[src/rtl/pl_pkg.sv]
// rtl/pl_pkg.sv - shared pipeline-stage buffer state encoding and bubble constant
package pl_pkg;

  // Payload width for a fetch->decode bundle: Instr(32) + PC(32) + PCPlus4(32).
  localparam int PL_WIDTH_DEFAULT = 96;

  // Value carried by empty slots; all-zero so an invalid slot decodes as a bubble.
  localparam logic [PL_WIDTH_DEFAULT-1:0] PL_BUBBLE = '0;

  // Buffer fill state; the encoding value equals the number of held entries.
  typedef enum logic [1:0] {
    ST_EMPTY = 2'd0,
    ST_ONE   = 2'd1,
    ST_TWO   = 2'd2
  } pl_state_e;

  // Entry count reported on occ for a given fill state.
  function automatic logic [1:0] occ_of_state(input pl_state_e st);
    case (st)
      ST_ONE:  occ_of_state = 2'd1;
      ST_TWO:  occ_of_state = 2'd2;
      default: occ_of_state = 2'd0;
    endcase
  endfunction

endpackage

[src/rtl/pl_stage_buf.sv]
// rtl/pl_stage_buf.sv - fetch/decode pipeline stage buffer, skid or single-register variant
module pl_stage_buf
  import pl_pkg::*;
#(
  parameter int               WIDTH  = PL_WIDTH_DEFAULT,
  parameter logic [WIDTH-1:0] BUBBLE = WIDTH'(PL_BUBBLE),
  parameter int               SKID   = 1
) (
  input  logic             clk,
  input  logic             rst,
  input  logic             clr,
  input  logic             in_valid,
  output logic             in_ready,
  input  logic [WIDTH-1:0] in_data,
  output logic             out_valid,
  input  logic             out_ready,
  output logic [WIDTH-1:0] out_data,
  output logic [1:0]       occ
);

  if (SKID != 0) begin : g_skid

    pl_state_e        r_state;
    pl_state_e        w_state_nxt;
    logic [WIDTH-1:0] r_main;
    logic [WIDTH-1:0] r_skid;
    logic [WIDTH-1:0] w_main_nxt;
    logic [WIDTH-1:0] w_skid_nxt;
    logic             r_in_ready;
    logic             w_in_fire;
    logic             w_out_fire;

    // in_ready comes straight from a flop, so upstream never sees out_ready combinationally
    assign w_in_fire  = in_valid & r_in_ready;
    assign w_out_fire = (r_state != ST_EMPTY) & out_ready;

    // State and data registers; reset and flush both empty the buffer, reset taking precedence
    always_ff @(posedge clk) begin
      if (rst) begin
        r_state    <= ST_EMPTY;
        r_main     <= BUBBLE;
        r_skid     <= BUBBLE;
        r_in_ready <= 1'b1;
      end else if (clr) begin
        r_state    <= ST_EMPTY;
        r_main     <= BUBBLE;
        r_skid     <= BUBBLE;
        r_in_ready <= 1'b1;
      end else begin
        r_state    <= w_state_nxt;
        r_main     <= w_main_nxt;
        r_skid     <= w_skid_nxt;
        r_in_ready <= (w_state_nxt != ST_TWO);
      end
    end

    // Next fill state from the two handshakes
    always_comb begin
      w_state_nxt = r_state;
      case (r_state)
        ST_EMPTY: begin
          if (w_in_fire) w_state_nxt = ST_ONE;
        end
        ST_ONE: begin
          if (w_in_fire && !w_out_fire)      w_state_nxt = ST_TWO;
          else if (!w_in_fire && w_out_fire) w_state_nxt = ST_EMPTY;
          else                               w_state_nxt = ST_ONE;
        end
        ST_TWO: begin
          if (w_out_fire) w_state_nxt = ST_ONE;
        end
        default: w_state_nxt = ST_EMPTY;
      endcase
    end

    // Next data contents: main always holds the oldest entry, skid the younger one
    always_comb begin
      w_main_nxt = r_main;
      w_skid_nxt = r_skid;
      case (r_state)
        ST_EMPTY: begin
          if (w_in_fire) w_main_nxt = in_data;
        end
        ST_ONE: begin
          if (w_in_fire && w_out_fire) begin
            w_main_nxt = in_data;
          end else if (w_in_fire) begin
            w_skid_nxt = in_data;
          end else if (w_out_fire) begin
            w_main_nxt = BUBBLE;
          end
        end
        ST_TWO: begin
          if (w_out_fire) begin
            w_main_nxt = r_skid;
            w_skid_nxt = BUBBLE;
          end
        end
        default: begin
          w_main_nxt = BUBBLE;
          w_skid_nxt = BUBBLE;
        end
      endcase
    end

    // Port outputs decoded from registered state only
    always_comb begin
      in_ready  = r_in_ready;
      out_valid = (r_state != ST_EMPTY);
      out_data  = r_main;
      occ       = occ_of_state(r_state);
    end

  end else begin : g_single

    pl_state_e        r_state;
    pl_state_e        w_state_nxt;
    logic [WIDTH-1:0] r_main;
    logic [WIDTH-1:0] w_main_nxt;
    logic             w_out_valid;
    logic             w_in_ready;
    logic             w_in_fire;
    logic             w_out_fire;

    // The single slot may be refilled in the same cycle it drains, hence out_ready in the path
    assign w_out_valid = (r_state == ST_ONE);
    assign w_in_ready  = !w_out_valid | out_ready;
    assign w_in_fire   = in_valid & w_in_ready;
    assign w_out_fire  = w_out_valid & out_ready;

    // State and data registers; reset and flush both empty the slot, reset taking precedence
    always_ff @(posedge clk) begin
      if (rst) begin
        r_state <= ST_EMPTY;
        r_main  <= BUBBLE;
      end else if (clr) begin
        r_state <= ST_EMPTY;
        r_main  <= BUBBLE;
      end else begin
        r_state <= w_state_nxt;
        r_main  <= w_main_nxt;
      end
    end

    // Next fill state: an accepted input always leaves the slot full
    always_comb begin
      w_state_nxt = r_state;
      if (w_in_fire)       w_state_nxt = ST_ONE;
      else if (w_out_fire) w_state_nxt = ST_EMPTY;
      else if (r_state == ST_TWO) w_state_nxt = ST_EMPTY;
    end

    // Next slot contents; a drained slot returns to the bubble value
    always_comb begin
      w_main_nxt = r_main;
      if (w_in_fire)       w_main_nxt = in_data;
      else if (w_out_fire) w_main_nxt = BUBBLE;
    end

    // Port outputs
    always_comb begin
      in_ready  = w_in_ready;
      out_valid = w_out_valid;
      out_data  = r_main;
      occ       = occ_of_state(r_state);
    end

  end

endmodule

[config.mk]
export PLATFORM = sky130hd
export DESIGN_NAME = pl_stage_buf
export DESIGN_NICKNAME = d
export VERILOG_FILES = /design/src/rtl/pl_pkg.sv /design/src/rtl/pl_stage_buf.sv
export SDC_FILE = /design/constraint.sdc
export NUM_CORES = 1
export LEC_CHECK = 0
export BUFFER_PORTS_ARGS = -buffer_cell sky130_fd_sc_hd__buf_2
export CORE_UTILIZATION = 40
export CTS_CLUSTER_DIAMETER = 40
export DETAILED_ROUTE_END_ITERATION = 6
export GPL_TIMING_DRIVEN = 0
export PLACE_DENSITY = 0.72
export SETUP_SLACK_MARGIN = 0.4
export SLEW_MARGIN = 10
export SYNTH_ARGS = -nofsm -noshare
export SYNTH_HDL_FRONTEND = slang
export SYNTH_SLANG_ARGS = --single-unit
export TNS_END_PERCENT = 10
[constraint.sdc]
create_clock -name clk -period 2 [get_ports clk]
set_input_delay 0.4 -clock clk [delete_from_list [all_inputs] [get_ports clk]]
set_output_delay 0.4 -clock clk [all_outputs]
set_load 0.05 [all_outputs]
==> results.md <==
- Vias in the first global route: 8,108
- Max Cap Violations: 0
- Largest net degree at the start of global routing: 17
- WL per Instance: 18.1 um
- DIE AREA: 0.0244 mm^2
- NetSw: 0.00264 W
- Setup WS post-layout: 0.247 ns
- FP Rows: 56
- Leakage dissipation: 4.68 nW
- Drt pass-1 iters: 5
- Final wirelength: 29,100 um
- Worst Path Max Fanout: 5
- Area delta synth->final: 25.4%
- RePlAce Congestion: 0.824
- Total Power: 0.00919 W
- Worst-margin pin slew: 0.634 ns
- Clk_skew: 0.00939 ns
- Fillers: 2,229
- Max-slew headroom: 0.577
- First-pass GRT wire length: 44,400 um
- Via density per instance: 5.39
- Final net count: 1,376
- Syn nets: 1,141
- Post-synthesis cell type count: 34
- Sequential element share of the synthesized area: 0.411
- Clock Latency Late Sink: 0.44 ns
- Internal Pwr Total: 0.00655 W
- Fin crit share: 0.876
- Arr. time, crit path: 1.35 ns
- Setup crit end kind: primary output
- Drt drc: 0
- Setup CP Type: register to primary output
- Num CTS Buffers: 17
- Layout cell share with drive strength beyond 1: 0.258
- CTS tree: built
- Placed cell count: 1,558
- Seq cells post-synth: 195
- Synthesized instance count: 1,040
- Die X: 156 um
- Pwr/cell area: 771 mW/mm^2
- Combinational share of power: 0.175
- Number of port buffers: 199
- RSZ-0062 raised after global routing: true
- Antenna violations before repair: 5
- Clock Path Buffers: 2
- CP startpoint kind: register
- Grt ovf: 0
- Tot GR Track Use: 0.237
- Root Buffer: clkbuf_16
- Clock H-tree levels: 4
- Maximum vdd drop: 484 uV
- Clk pwr share: 0.388
- Fmax: 571 MHz
- Antenna viol nets, final: 0
- Max-slew violations: 0
- Met3 wire length: 1940 um
- Die Ht: 156 um
- Setup TNS Final: 0 ns
- Clock Pin Slew Worst Setup and Hold Paths: 0.07 ns
- Final Hold Fails: 0
- Flop pwr share: 0.436
- Dpl ws: -0.365 ns
- Minimum clock period: 1.75 ns
- Drt initial violations: 668
- Io pins: 201
- Syn avg cell area: 9.14 um^2
- Final setup vio count: 0
- Met1 wire length: 13,400 um
- Non-filler cells, final: 1,611
- Uppermost layer routed: met5
- Via count: 8,689
- Core area: 0.0234 mm^2
- DP HPWL: 20,500 um
- WP data required: 1.60 ns
- Starting Density: 0.406
- Post-Syn Area: 0.00951 mm^2
- # hold bufs at CTS: 0
- Worst hold slack: 0.329 ns
- WL met2: 13,300 um
- Hold/Removal Path Class: input pin to register
- Clock sinks: 195
- Synth Warn #: 0
- Switching Fraction: 0.287
- Status: completed
==> repair_timing <==
item | in CTS | in global routing
resized for setup | 58 | 46
pin swaps | 2 | 0
buffers inserted | 17 | 0
cloned | 0 | 0
endpoints found under the setup margin | 198 | 196
==> logic make-up (layout without fill, tap and decap cells) <==
group / Yosys count / after routing / synth area share
other cells: 0 / 4 / 0
xor+xnor: 1 / 1 / 0.000921
compound gates: 198 / 198 / 0.160
mux: 192 / 192 / 0.202
flops: 195 / 195 / 0.411
simple gates: 339 / 339 / 0.168
buf+inv: 115 / 363 / 0.0584
==> layout make-up <==
type                            count  area, um^2  area share
Antenna cell                        4        10.0    0.000840
Buffer                            105         687      0.0576
Clock buffer                       21         450      0.0378
Clock inverter                     11         153      0.0128
Inverter                           10        37.5     0.00315
Multi-Input combinational cell    730        5100       0.428
Sequential cell                   195        3910       0.328
Tap cell                          319         399      0.0335
Timing Repair Buffer              216        1170      0.0984
==> critical path: stages (launching register included) <==
cell and delay (ns):
dfxtp_4 0.38, nor2b_4 0.15, buf_6 0.13, clkbuf_16 0.13, buf_12 0.12
==> cell usage in the layout (no fill, tap or decap), types with 2 or more instances in the layout <==
cell type and count:
bufinv_16 3, o22ai_1 35, buf_1 2, a22oi_1 95
clkbuf_2 25, clkinvlp_4 3, mux2i_1 192, buf_12 7
dfxtp_1 192, nand2_1 5, diode_2 4, nor2_1 192
o2bb2ai_1 53, inv_2 2, and2_1 96, inv_1 8
clkbuf_4 4, o22ai_4 2, buf_4 31, buf_6 11
a21oi_1 2, clkbuf_16 18, dfxtp_4 2, nand3_1 35
buf_2 211, clkinv_4 3, o32ai_1 7, clkbuf_1 31
==> through the flow <==
step | utilization | area (um^2)
finish | 0.509 | 11900
floorplan | - | 9510
global placement | 0.466 | 10900
global route | 0.509 | 11900
detailed placement | 0.466 | 10900
CTS | 0.506 | 11800
==> cells in the mapped netlist <==
master | instances | share of area
and3b_1 | 1 | 0.00092
and2_0 | 1 | 0.00066
buf_4 | 9 | 0.0071
and4_1 | 1 | 0.00092
o21bai_1 | 1 | 0.00079
o2bb2ai_1 | 53 | 0.049
buf_2 | 30 | 0.016
nor2_1 | 192 | 0.076
o21ai_0 | 1 | 0.00053
dfxtp_1 | 195 | 0.41
or2_1 | 1 | 0.00066
inv_2 | 1 | 0.00039
or2_2 | 1 | 0.00066
a21oi_1 | 2 | 0.0011
buf_1 | 2 | 0.00079
xnor2_1 | 1 | 0.00092
and2_1 | 96 | 0.063
mux2i_1 | 192 | 0.20
nand2b_1 | 1 | 0.00066
o22a_1 | 1 | 0.00092
a211o_1 | 1 | 0.00092
o32ai_1 | 7 | 0.0064
clkbuf_1 | 57 | 0.023
a22oi_1 | 95 | 0.075
nor2b_1 | 2 | 0.0013
nand3_1 | 35 | 0.018
nand2_1 | 5 | 0.0020
inv_1 | 9 | 0.0036
nand3b_1 | 1 | 0.00079
buf_6 | 7 | 0.0083
nor3b_1 | 1 | 0.00079
and4b_1 | 1 | 0.0011
o22ai_2 | 2 | 0.0026
o22ai_1 | 35 | 0.023
==> power groups by stage <==
stage | Sequential [W] | Clock (W) | Combinational [W]
after floorplan | 0.00435 | 0 | 0.000763
after global placement | 0.00410 | 0 | 0.00149
after detailed placement | 0.00410 | 0 | 0.00151
after CTS | 0.00401 | 0.00361 | 0.00159
after global routing | 0.00402 | 0.00378 | 0.00172
final | 0.00401 | 0.00357 | 0.00161
==> final timing paths <==
check / cells after the start / to / slack [ns] / from
max: 4 / occ[0] / 0.25 / g_skid.r_state[0]$_SDFF_PP0_
min: 4 / g_skid.r_skid[2]$_SDFFE_PP0P_ / 0.33 / in_data[2]
max reg2reg: 6 / out_data[78]$_SDFFE_PP0P_ / 0.32 / g_skid.r_state[0]$_SDFF_PP0_
min reg2reg: 2 / out_data[74]$_SDFFE_PP0P_ / 0.46 / out_data[74]$_SDFFE_PP0P_
==> sequential cells by signal, indices dropped and copies added, names as in the netlist <==
| signal | cells |
|---|---|
| out_data | 96 |
| in_ready | 1 |
| g_skid.r_skid | 96 |
| g_skid.r_state | 2 |
==> per-layer routing <==
layer / track usage / vias to the layer above
met5: 0 / -
met2: 0.377 / 285
met4: 0.0826 / 2
met1: 0.315 / 4186
met3: 0.0492 / 35
li1: - / 4181
Note: power is estimated with default switching activity, not from simulation.
